[config.mk]
export PLATFORM = sky130hd
export DESIGN_NAME = clock_alarm_core
export DESIGN_NICKNAME = d
export VERILOG_FILES = /design/src/rtl/clock_alarm_core.sv
export SDC_FILE = /design/constraint.sdc
export NUM_CORES = 1
export LEC_CHECK = 0
export CAP_MARGIN = 5
export CORE_ASPECT_RATIO = 0.8
export CORE_MARGIN = 8
export CORE_UTILIZATION = 46
export CTS_CLUSTER_DIAMETER = 120
export DETAILED_ROUTE_END_ITERATION = 10
export GPL_TIMING_DRIVEN = 1
export HOLD_SLACK_MARGIN = 0.06
export SLEW_MARGIN = 30
export SYNTH_ARGS = -nofsm -noshare
export SYNTH_HDL_FRONTEND = slang
export SYNTH_SLANG_ARGS = --single-unit
[constraint.sdc]
create_clock -name clk -period 5.2 [get_ports clk]
set_clock_uncertainty 0.15 [all_clocks]
set_input_delay 1.3 -clock clk [delete_from_list [all_inputs] [get_ports clk]]
set_output_delay 1.3 -clock clk [all_outputs]
set_load 0.05 [all_outputs]
[src/rtl/clock_alarm_core.sv]
// clock_alarm_core: time-of-day engine with BCD HH:MM:SS display, 12/24-hour
// mode, time-set and alarm-set modes, and an alarm with ring timeout and snooze.
//
// Ports:
//   clk, reset          system clock, asynchronous active-high reset
//   mode_time           level, selects SET_TIME (highest priority)
//   mode_alarm          level, selects SET_ALARM
//   inc_min, inc_hour   rising edges increment the field being edited
//   alarm_en            arms the alarm; low silences it
//   alarm_off           silences the alarm and cancels any snooze
//   snooze              rising edge snoozes a ringing alarm
//   disp_bcd            {h_t,h_u,m_t,m_u,s_t,s_u}; alarm HH:MM:00 in SET_ALARM
//   pm                  pm flag of the displayed value (0 in 24-hour mode)
//   alarm_out           alarm ringing
//   snooze_pending      a snooze re-trigger is armed
//   tick                one-cycle pulse per second while in RUN
//   state               0=RUN, 1=SET_TIME, 2=SET_ALARM
module clock_alarm_core #(
  parameter int unsigned TICK_DIV      = 50_000_000,
  parameter int unsigned HOUR_24       = 1,
  parameter int unsigned ALARM_TIMEOUT = 60,
  parameter int unsigned SNOOZE_MIN    = 5
) (
  input  logic        clk,
  input  logic        reset,
  input  logic        mode_time,
  input  logic        mode_alarm,
  input  logic        inc_min,
  input  logic        inc_hour,
  input  logic        alarm_en,
  input  logic        alarm_off,
  input  logic        snooze,
  output logic [23:0] disp_bcd,
  output logic        pm,
  output logic        alarm_out,
  output logic        snooze_pending,
  output logic        tick,
  output logic [1:0]  state
);

  typedef enum logic [1:0] {
    ST_RUN       = 2'd0,
    ST_SET_TIME  = 2'd1,
    ST_SET_ALARM = 2'd2
  } state_e;

  localparam int unsigned      DIV_W     = (TICK_DIV > 2) ? $clog2(TICK_DIV) : 1;
  localparam logic [DIV_W-1:0] DIV_LAST  = DIV_W'(TICK_DIV - 1);
  localparam logic [DIV_W-1:0] DIV_ONE   = DIV_W'(1);
  localparam logic [4:0]       HOUR_RST  = (HOUR_24 != 0) ? 5'd0 : 5'd12;
  localparam logic [7:0]       RING_LOAD = 8'(ALARM_TIMEOUT);
  localparam logic [6:0]       SNZ_ADD   = 7'(SNOOZE_MIN);

  // Returns {pm, hour} after one hour step with the mode's wrap rules.
  function automatic logic [5:0] hour_step(input logic [4:0] h, input logic p);
    logic [5:0] r;
    r = {p, h + 5'd1};
    if (HOUR_24 != 0) begin
      if (h == 5'd23) r = 6'd0;
    end else if (h == 5'd11) begin
      r = {~p, 5'd12};
    end else if (h == 5'd12) begin
      r = {p, 5'd1};
    end
    return r;
  endfunction

  function automatic logic [5:0] min_step(input logic [5:0] m);
    return (m == 6'd59) ? 6'd0 : m + 6'd1;
  endfunction

  function automatic logic [7:0] to_bcd(input logic [5:0] v);
    return {4'(v / 6'd10), 4'(v % 6'd10)};
  endfunction

  state_e           state_q, state_d;
  logic [DIV_W-1:0] div_q, div_d;
  logic [5:0]       sec_q, sec_d, min_q, min_d;
  logic [4:0]       hour_q, hour_d;
  logic             pm_q, pm_d;
  logic [5:0]       al_min_q, al_min_d;
  logic [4:0]       al_hour_q, al_hour_d;
  logic             al_pm_q, al_pm_d;
  logic [5:0]       snz_min_q, snz_min_d;
  logic [4:0]       snz_hour_q, snz_hour_d;
  logic             snz_pm_q, snz_pm_d;
  logic [7:0]       ring_q, ring_d;
  logic             alarm_out_q, alarm_out_d;
  logic             snooze_pending_q, snooze_pending_d;
  logic             inc_min_q, inc_min_d, inc_hour_q, inc_hour_d, snooze_q, snooze_d;

  logic       tick_w, min_edge, hour_edge, snz_edge;
  logic       at_zero, alarm_hit, snz_hit;
  logic [5:0] adv_sec, adv_min, hp, tgt_hp, tgt_min;
  logic [4:0] adv_hour;
  logic       adv_pm;
  logic [6:0] snz_sum;

  always_comb begin
    state_d          = state_q;
    div_d            = '0;
    sec_d            = sec_q;
    min_d            = min_q;
    hour_d           = hour_q;
    pm_d             = pm_q;
    al_min_d         = al_min_q;
    al_hour_d        = al_hour_q;
    al_pm_d          = al_pm_q;
    snz_min_d        = snz_min_q;
    snz_hour_d       = snz_hour_q;
    snz_pm_d         = snz_pm_q;
    ring_d           = ring_q;
    alarm_out_d      = alarm_out_q;
    snooze_pending_d = snooze_pending_q;
    inc_min_d        = inc_min;
    inc_hour_d       = inc_hour;
    snooze_d         = snooze;

    min_edge  = inc_min & ~inc_min_q;
    hour_edge = inc_hour & ~inc_hour_q;
    snz_edge  = snooze & ~snooze_q;

    case (state_q)
      ST_RUN: begin
        if (mode_time)       state_d = ST_SET_TIME;
        else if (mode_alarm) state_d = ST_SET_ALARM;
      end
      ST_SET_TIME: begin
        if (!mode_time) state_d = ST_RUN;
      end
      ST_SET_ALARM: begin
        if (mode_time)        state_d = ST_SET_TIME;
        else if (!mode_alarm) state_d = ST_RUN;
      end
      default: state_d = ST_RUN;
    endcase

    tick_w = (state_q == ST_RUN) && (div_q == DIV_LAST);
    if (state_q == ST_RUN && !tick_w) div_d = div_q + DIV_ONE;

    // Full ripple of a one-second step; used both to advance and to match.
    adv_sec  = sec_q + 6'd1;
    adv_min  = min_q;
    adv_hour = hour_q;
    adv_pm   = pm_q;
    hp       = hour_step(hour_q, pm_q);
    if (sec_q == 6'd59) begin
      adv_sec = '0;
      if (min_q == 6'd59) begin
        adv_min  = '0;
        adv_hour = hp[4:0];
        adv_pm   = hp[5];
      end else begin
        adv_min = min_q + 6'd1;
      end
    end

    if (tick_w) begin
      sec_d  = adv_sec;
      min_d  = adv_min;
      hour_d = adv_hour;
      pm_d   = adv_pm;
    end

    if (state_q != ST_SET_TIME && state_d == ST_SET_TIME) sec_d = '0;

    if (state_q == ST_SET_TIME) begin
      if (min_edge)  min_d = min_step(min_q);
      if (hour_edge) {pm_d, hour_d} = hp;
    end else if (state_q == ST_SET_ALARM) begin
      if (min_edge)  al_min_d = min_step(al_min_q);
      if (hour_edge) {al_pm_d, al_hour_d} = hour_step(al_hour_q, al_pm_q);
    end

    snz_sum = {1'b0, min_q} + SNZ_ADD;
    if (snz_sum >= 7'd60) begin
      tgt_min = 6'(snz_sum - 7'd60);
      tgt_hp  = hp;
    end else begin
      tgt_min = snz_sum[5:0];
      tgt_hp  = {pm_q, hour_q};
    end

    at_zero   = tick_w && alarm_en && (adv_sec == 6'd0);
    alarm_hit = at_zero && (adv_min == al_min_q) && (adv_hour == al_hour_q)
                && (adv_pm == al_pm_q);
    snz_hit   = at_zero && snooze_pending_q && (adv_min == snz_min_q)
                && (adv_hour == snz_hour_q) && (adv_pm == snz_pm_q);

    if (alarm_off || !alarm_en) begin
      alarm_out_d      = 1'b0;
      snooze_pending_d = 1'b0;
      ring_d           = '0;
    end else begin
      if (alarm_out_q && tick_w) begin
        ring_d = ring_q - 8'd1;
        if (ring_q == 8'd1) alarm_out_d = 1'b0;
      end
      if (snz_edge && alarm_out_q) begin
        alarm_out_d      = 1'b0;
        snooze_pending_d = 1'b1;
        snz_min_d        = tgt_min;
        snz_hour_d       = tgt_hp[4:0];
        snz_pm_d         = tgt_hp[5];
      end
      if (alarm_hit || snz_hit) begin
        alarm_out_d = 1'b1;
        ring_d      = RING_LOAD;
      end
      if (snz_hit) snooze_pending_d = 1'b0;
    end
  end

  always_ff @(posedge clk or posedge reset) begin
    if (reset) begin
      state_q          <= ST_RUN;
      div_q            <= '0;
      sec_q            <= '0;
      min_q            <= '0;
      hour_q           <= HOUR_RST;
      pm_q             <= 1'b0;
      al_min_q         <= '0;
      al_hour_q        <= HOUR_RST;
      al_pm_q          <= 1'b0;
      snz_min_q        <= '0;
      snz_hour_q       <= HOUR_RST;
      snz_pm_q         <= 1'b0;
      ring_q           <= '0;
      alarm_out_q      <= 1'b0;
      snooze_pending_q <= 1'b0;
      inc_min_q        <= 1'b0;
      inc_hour_q       <= 1'b0;
      snooze_q         <= 1'b0;
    end else begin
      state_q          <= state_d;
      div_q            <= div_d;
      sec_q            <= sec_d;
      min_q            <= min_d;
      hour_q           <= hour_d;
      pm_q             <= pm_d;
      al_min_q         <= al_min_d;
      al_hour_q        <= al_hour_d;
      al_pm_q          <= al_pm_d;
      snz_min_q        <= snz_min_d;
      snz_hour_q       <= snz_hour_d;
      snz_pm_q         <= snz_pm_d;
      ring_q           <= ring_d;
      alarm_out_q      <= alarm_out_d;
      snooze_pending_q <= snooze_pending_d;
      inc_min_q        <= inc_min_d;
      inc_hour_q       <= inc_hour_d;
      snooze_q         <= snooze_d;
    end
  end

  always_comb begin
    if (state_q == ST_SET_ALARM) begin
      disp_bcd = {to_bcd({1'b0, al_hour_q}), to_bcd(al_min_q), 8'h00};
      pm       = al_pm_q;
    end else begin
      disp_bcd = {to_bcd({1'b0, hour_q}), to_bcd(min_q), to_bcd(sec_q)};
      pm       = pm_q;
    end
  end

  assign alarm_out      = alarm_out_q;
  assign snooze_pending = snooze_pending_q;
  assign tick           = tick_w;
  assign state          = state_q;

endmodule

## Word-level counts from Yosys, hierarchy flattened

Index checks and enable logic that the tools add are counted.

- Add/sub/neg operators: 9
- Divide/modulo/power cells: 10
- Magnitude comparators: 1
- Equal/unequal tests: 16
- Mux-type cells: 43
- Bitwise logic cells: 9
- Reductions and logical operators: 29

Operator list:

| operator | count |
|---|---|
| two-way mux 6 bit | 12 |
| two-way mux 5 bit | 6 |
| adder 26 x 1 -> 26 bit (second input constant) | 1 |
| == test 26 bit (second input constant) | 1 |
| two-way mux 26 bit | 1 |
| two-way mux 24 bit | 1 |
| two-way mux 8 bit | 3 |
| adder 6 x 1 -> 6 bit (second input constant) | 3 |
| divider 6 x 4 -> 6 bit (second input constant) | 3 |
| == test 6 bit (second input constant) | 3 |
| modulo 6 x 4 -> 6 bit (second input constant) | 3 |
| logical AND 1 bit | 14 |
| two-way mux 1 bit | 14 |
| divider 5 x 4 -> 6 bit (second input constant) | 2 |
| == test 6 bit | 2 |
| modulo 5 x 4 -> 6 bit (second input constant) | 2 |
| adder 5 x 1 -> 5 bit (second input constant) | 2 |
| == test 5 bit | 2 |
| == test 5 bit (second input constant) | 2 |
| two-way mux 2 bit | 5 |
| == test 8 x 1 -> 1 bit (second input constant) | 1 |
| nonzero test 4 bit | 2 |
| subtractor 8 x 1 -> 8 bit (second input constant) | 1 |
| adder 6 x 3 -> 7 bit (second input constant) | 1 |
| other kinds (17) | 30 |

- Register bits: 82
- Input bits: 9
- Word-level logic and storage cells: 134

## Depth between registers and ports, before layout

- Depth after elaboration: 11
- Depth in mapped cells: 14
- Depth with buffers taken out: 12

## Worst setup path before layout

Ideal clock, no wire load.

- Path kind: register to output
- From: reg state_q[0], in the netlist state[0]
- To: out disp_bcd[18]
- Arrival time: 4.543 ns
- Data required time: 3.750 ns
- Path slack: -0.793 ns
- Stages on the path, launching flop included: 14
- Cells stage by stage: dfrtp_1 > clkbuf_1 > nor2b_1 > clkbuf_1 > mux2_2 > inv_1 > ha_1 > nor2_1 > nor2_1 > xnor2_1 > ha_1 > nor2_1 > a221oi_1 > o31ai_1

- Longest elaborated chain between the ends: 2

Ends and longest elaborated chain:

| element | line | source |
|---|---|---|
| start, declared | 76 | `state_e state_q, state_d;` |
| start signal, assigned | 235 | `state_q <= state_d;` |
| == test 2 bit | 257 | `if (state_q == ST_SET_ALARM) begin` |
| two-way mux 24 bit | 257 |  |
| end, declared | 33 | `output logic [23:0] disp_bcd,` |

Every way passes these cells.

## Worst setup path after layout

- From: reg state_q[0], in the netlist state[0]
- To: out disp_bcd[19]

The elaborated chain is that of the path after synthesis.

==> summary.md <==
| Metric | Value |
|---|---|
| Longest Clk Path Bufs | `2` |
| Critical path endpoint category | `primary output` |
| Post-CTS Setup Inserts | `0` |
| Synth warnings | `0` |
| Initial antenna violation count | `0` |
| Hold slack | `348.8 ps` |
| CP arrival | `3520 ps` |
| Final slew viol count | `0` |
| Die Span Y | `119.7 um` |
| CTS Buf Count | `9` |
| 1st-iter DRT viols | `547` |
| RSZ-0062 raised after global routing | `no` |
| Flop2flop setup slack | `1070 ps` |
| TNS Setup | `0 ps` |
| Worst hold start | `snz_min_q[0]$_DFFE_PP0P_` |
| XOR/XNOR Fraction of Synth Area | `8.079%` |
| Final Instance Area | `0.007081 mm2` |
| DR vias/cell | `5.921` |
| Post-synthesis cell type count | `79` |
| Synth top area share | `33.21%` |
| Data required, critical path | `3750 ps` |
| Largest family of logic cells by synthesized area | `simple AND/OR/NAND/NOR gates` |
| Clock transition at path regs | `60 ps` |
| Most frequent cells in the layout | `nor2_1, dfrtp_1, nand2_1` |
| Layout area overhead | `14.58%` |
| Post-route insts no fill | `936` |
| Final period utilization | `95.49%` |
| Worst stage delay on the critical path | `470 ps` |
| I/O Pins | `39` |
| Final core utilization | `53.00%` |
| Footprint of the multi-input gates | `0.003895 mm2` |
| First-pass GRT wire length | `28.17 mm` |
| Layout cells sized above 1 | `10.05%` |
| Leak pwr | `2.912 nW` |
| Port buffer count | `34` |
| Post-Synth Adder-Cell Area | `4.333%` |
| Fraction of the mapped netlist area in simple logic gates | `27.09%` |
| Max Freq | `0.2014 GHz` |
| Placement Cell Area | `0.006750 mm2` |
| Starting density of the core | `46.25%` |
| Post-synth ARST share | `100.0%` |
| Total GRT Usage | `19.92%` |
| Routed via count | `5542` |
| Final Hold Fails | `0` |
| Drt drc | `0` |
| Diode count | `0` |
| Gpl congestion | `0.9302` |
| Synth area leader | `dfrtp_1` |
| Area contributors post-synth | `dfrtp_1, nor2_1, xnor2_1, nand2_1, ha_1` |
| WL per Instance | `18.09 um` |
| Worst Max-Slew Pin Slew | `834.7 ps` |
| Synthesized instance count | `737` |
| Synth Flop Type | `dfrtp_1` |
| Slew headroom | `44.22%` |
| Worst hold stages | `2` |
| Seq/Total Area, Yosys | `33.21%` |
| FF-to-FF End | `ring_q[2]$_DFFE_PP0P_` |
| Crit-path cells | `nor2b_1, buf_6, mux2_2, inv_1, ha_1, nor2_1, nor2_4, xnor2_2, ha_1, nor2_1, a221oi_2, o21bai_1, xnor2_4, buf_12` |
| H-tree levels | `3` |
| Seq cells post-synth | `82` |
| Fill cells | `1237` |
| Reg-to-Reg Start | `sec_q[1]$_DFFE_PP0P_` |
| Final nets | `779` |
| Post-layout minimum cycle time | `4966 ps` |
| Register area | `0.002054 mm2` |
| Setup CP Type | `flop to primary output` |
| Core box area | `0.01336 mm2` |
| Compound-Gate Fraction of Synth Area | `18.00%` |
| Post-synthesis area per instance | `8.385 um2` |
| PwrDens | `464.2 mW/mm2` |
| CTS tree | `done` |
| Largest net degree at the start of global routing | `49` |
| Clock latency at the later pin of the worst-skew pair | `360 ps` |
| Clock Tree Root | `clkbuf_16` |
| WL final | `16.94 mm` |
| 1st-pass router iterations | `5` |
| Antenna Nets Post-Route | `0` |
| Status | `finished, final reports clean` |
| Hpwl dp | `12.38 mm` |
| Row Count | `38` |
| Hold WC Path Type | `flop to flop` |
| Worst IR drop on VDD | `432.8 uV` |
| CP Max Fanout | `19` |
| Clk sinks | `82` |
| Mux cell area share after synthesis | `4.110%` |
| Hold_buf cts | `0` |
| Die Wd | `145.6 um` |
| Vias in the first global route | `5219` |
| Worst Hold End | `snz_min_q[0]$_DFFE_PP0P_` |
| Slowest cell on the critical path | `dfrtp_2` |
| Die area | `0.01742 mm2` |
| Setup-failing EPs final | `0` |
| Syn Std Cell Area | `0.006180 mm2` |
| EDFF count, synth | `0` |
| Setup crit start kind | `flop` |
| Reg2Reg Depth | `8` |
| Max_cap viols | `0` |
| GRT overflow | `0` |
| Placed Instances | `920` |
[worst max-delay path: cells and delay by family (launching register included)]
kind,cells,cell delay [ps]
XOR/XNOR,2,340
AND/OR/NAND/NOR,4,430
flip-flops,1,470
AO/OA/AOI/OAI,2,580
buffers and inverters,3,530
adder cells (fa/ha/maj),2,430
multiplexers,1,380
[metrics by stage]
stage | total power, mW | setup WS [ps]
after global placement | 2.566 | 447.1
after floorplan | 1.982 | 13.90
final | 3.287 | 234.3
after detailed placement | 2.603 | 319.6
after global routing | 3.450 | 19.83
after CTS | 3.285 | 25.93
[kinds of logic (layout without fill, tap and decap cells)]
| logic type | after synthesis | after routing |
|---|---|---|
| fa+ha+maj | 22 | 22 |
| simple gates | 315 | 315 |
| compound gates | 164 | 164 |
| buf+inv | 72 | 88 |
| xor+xnor | 57 | 57 |
| mux | 24 | 24 |
| other cells | 1 | 4 |
| flops | 82 | 82 |
[final cells by class]
cell class                      count  area share (%)
Multi-Input combinational cell    586           55.01
Sequential cell                    82           29.02
Timing Repair Buffer               47           7.157
Clock buffer                       10           3.375
Tap cell                          180           3.181
Inverter                           25           1.343
Clock inverter                      6          0.9189
[per-layer routing]
metal | up-vias | wire, um | global-route usage [%]
met3 | 20 | 1070 | 5.154
li1 | 2681 | - | -
met5 | - | 0 | 0
met4 | 0 | 210 | 4.413
met2 | 177 | 7232 | 28.64
met1 | 2664 | 8423 | 29.23
[sequential cells by signal (all words and copies together), names as in the netlist, 5 cells and up]
register,flops
min_q,6
snz_min_q,6
ring_q,8
hour_q,5
snz_hour_q,5
div_q,26
al_hour_q,5
al_min_q,6
sec_q,6
[what timing repair did]
action,4_1_cts,5_1_grt
gates cloned,0,0
hold endpoints to repair,0,0
resized for setup,1,4
endpoints found under the setup margin,2,8
[synthesized netlist by cell type (14+ instances only)]
| master | instances |
|---|---|
| inv_1 | 25 |
| nor2_1 | 81 |
| xor2_1 | 23 |
| nand4_1 | 17 |
| xnor2_1 | 34 |
| clkbuf_1 | 28 |
| nand2b_1 | 18 |
| nand3_1 | 22 |
| o21ai_0 | 40 |
| nor2b_1 | 14 |
| a21oi_1 | 33 |
| nand2_1 | 74 |
| dfrtp_1 | 82 |
| nor3_1 | 16 |
| ha_1 | 19 |
[worst max-delay path by stage]
stage	endpoint	slack (ps)	cells after the start	from
after global placement	disp_bcd[19]	450	13	state[0]$_DFF_PP0_
after detailed placement	disp_bcd[19]	320	13	state[0]$_DFF_PP0_
after CTS	disp_bcd[9]	30	12	state[0]$_DFF_PP0_
after floorplan	disp_bcd[19]	10	14	state[0]$_DFF_PP0_
after global routing	disp_bcd[9]	20	12	state[0]$_DFF_PP0_
final	disp_bcd[19]	230	14	state[0]$_DFF_PP0_
[power breakdown]
group / switching, mW / internal [mW]
sequential: 0.122 / 0.684
clock: 0.281 / 0.386
combinational: 1.04 / 0.773
Power figures use the tool's default switching activity.
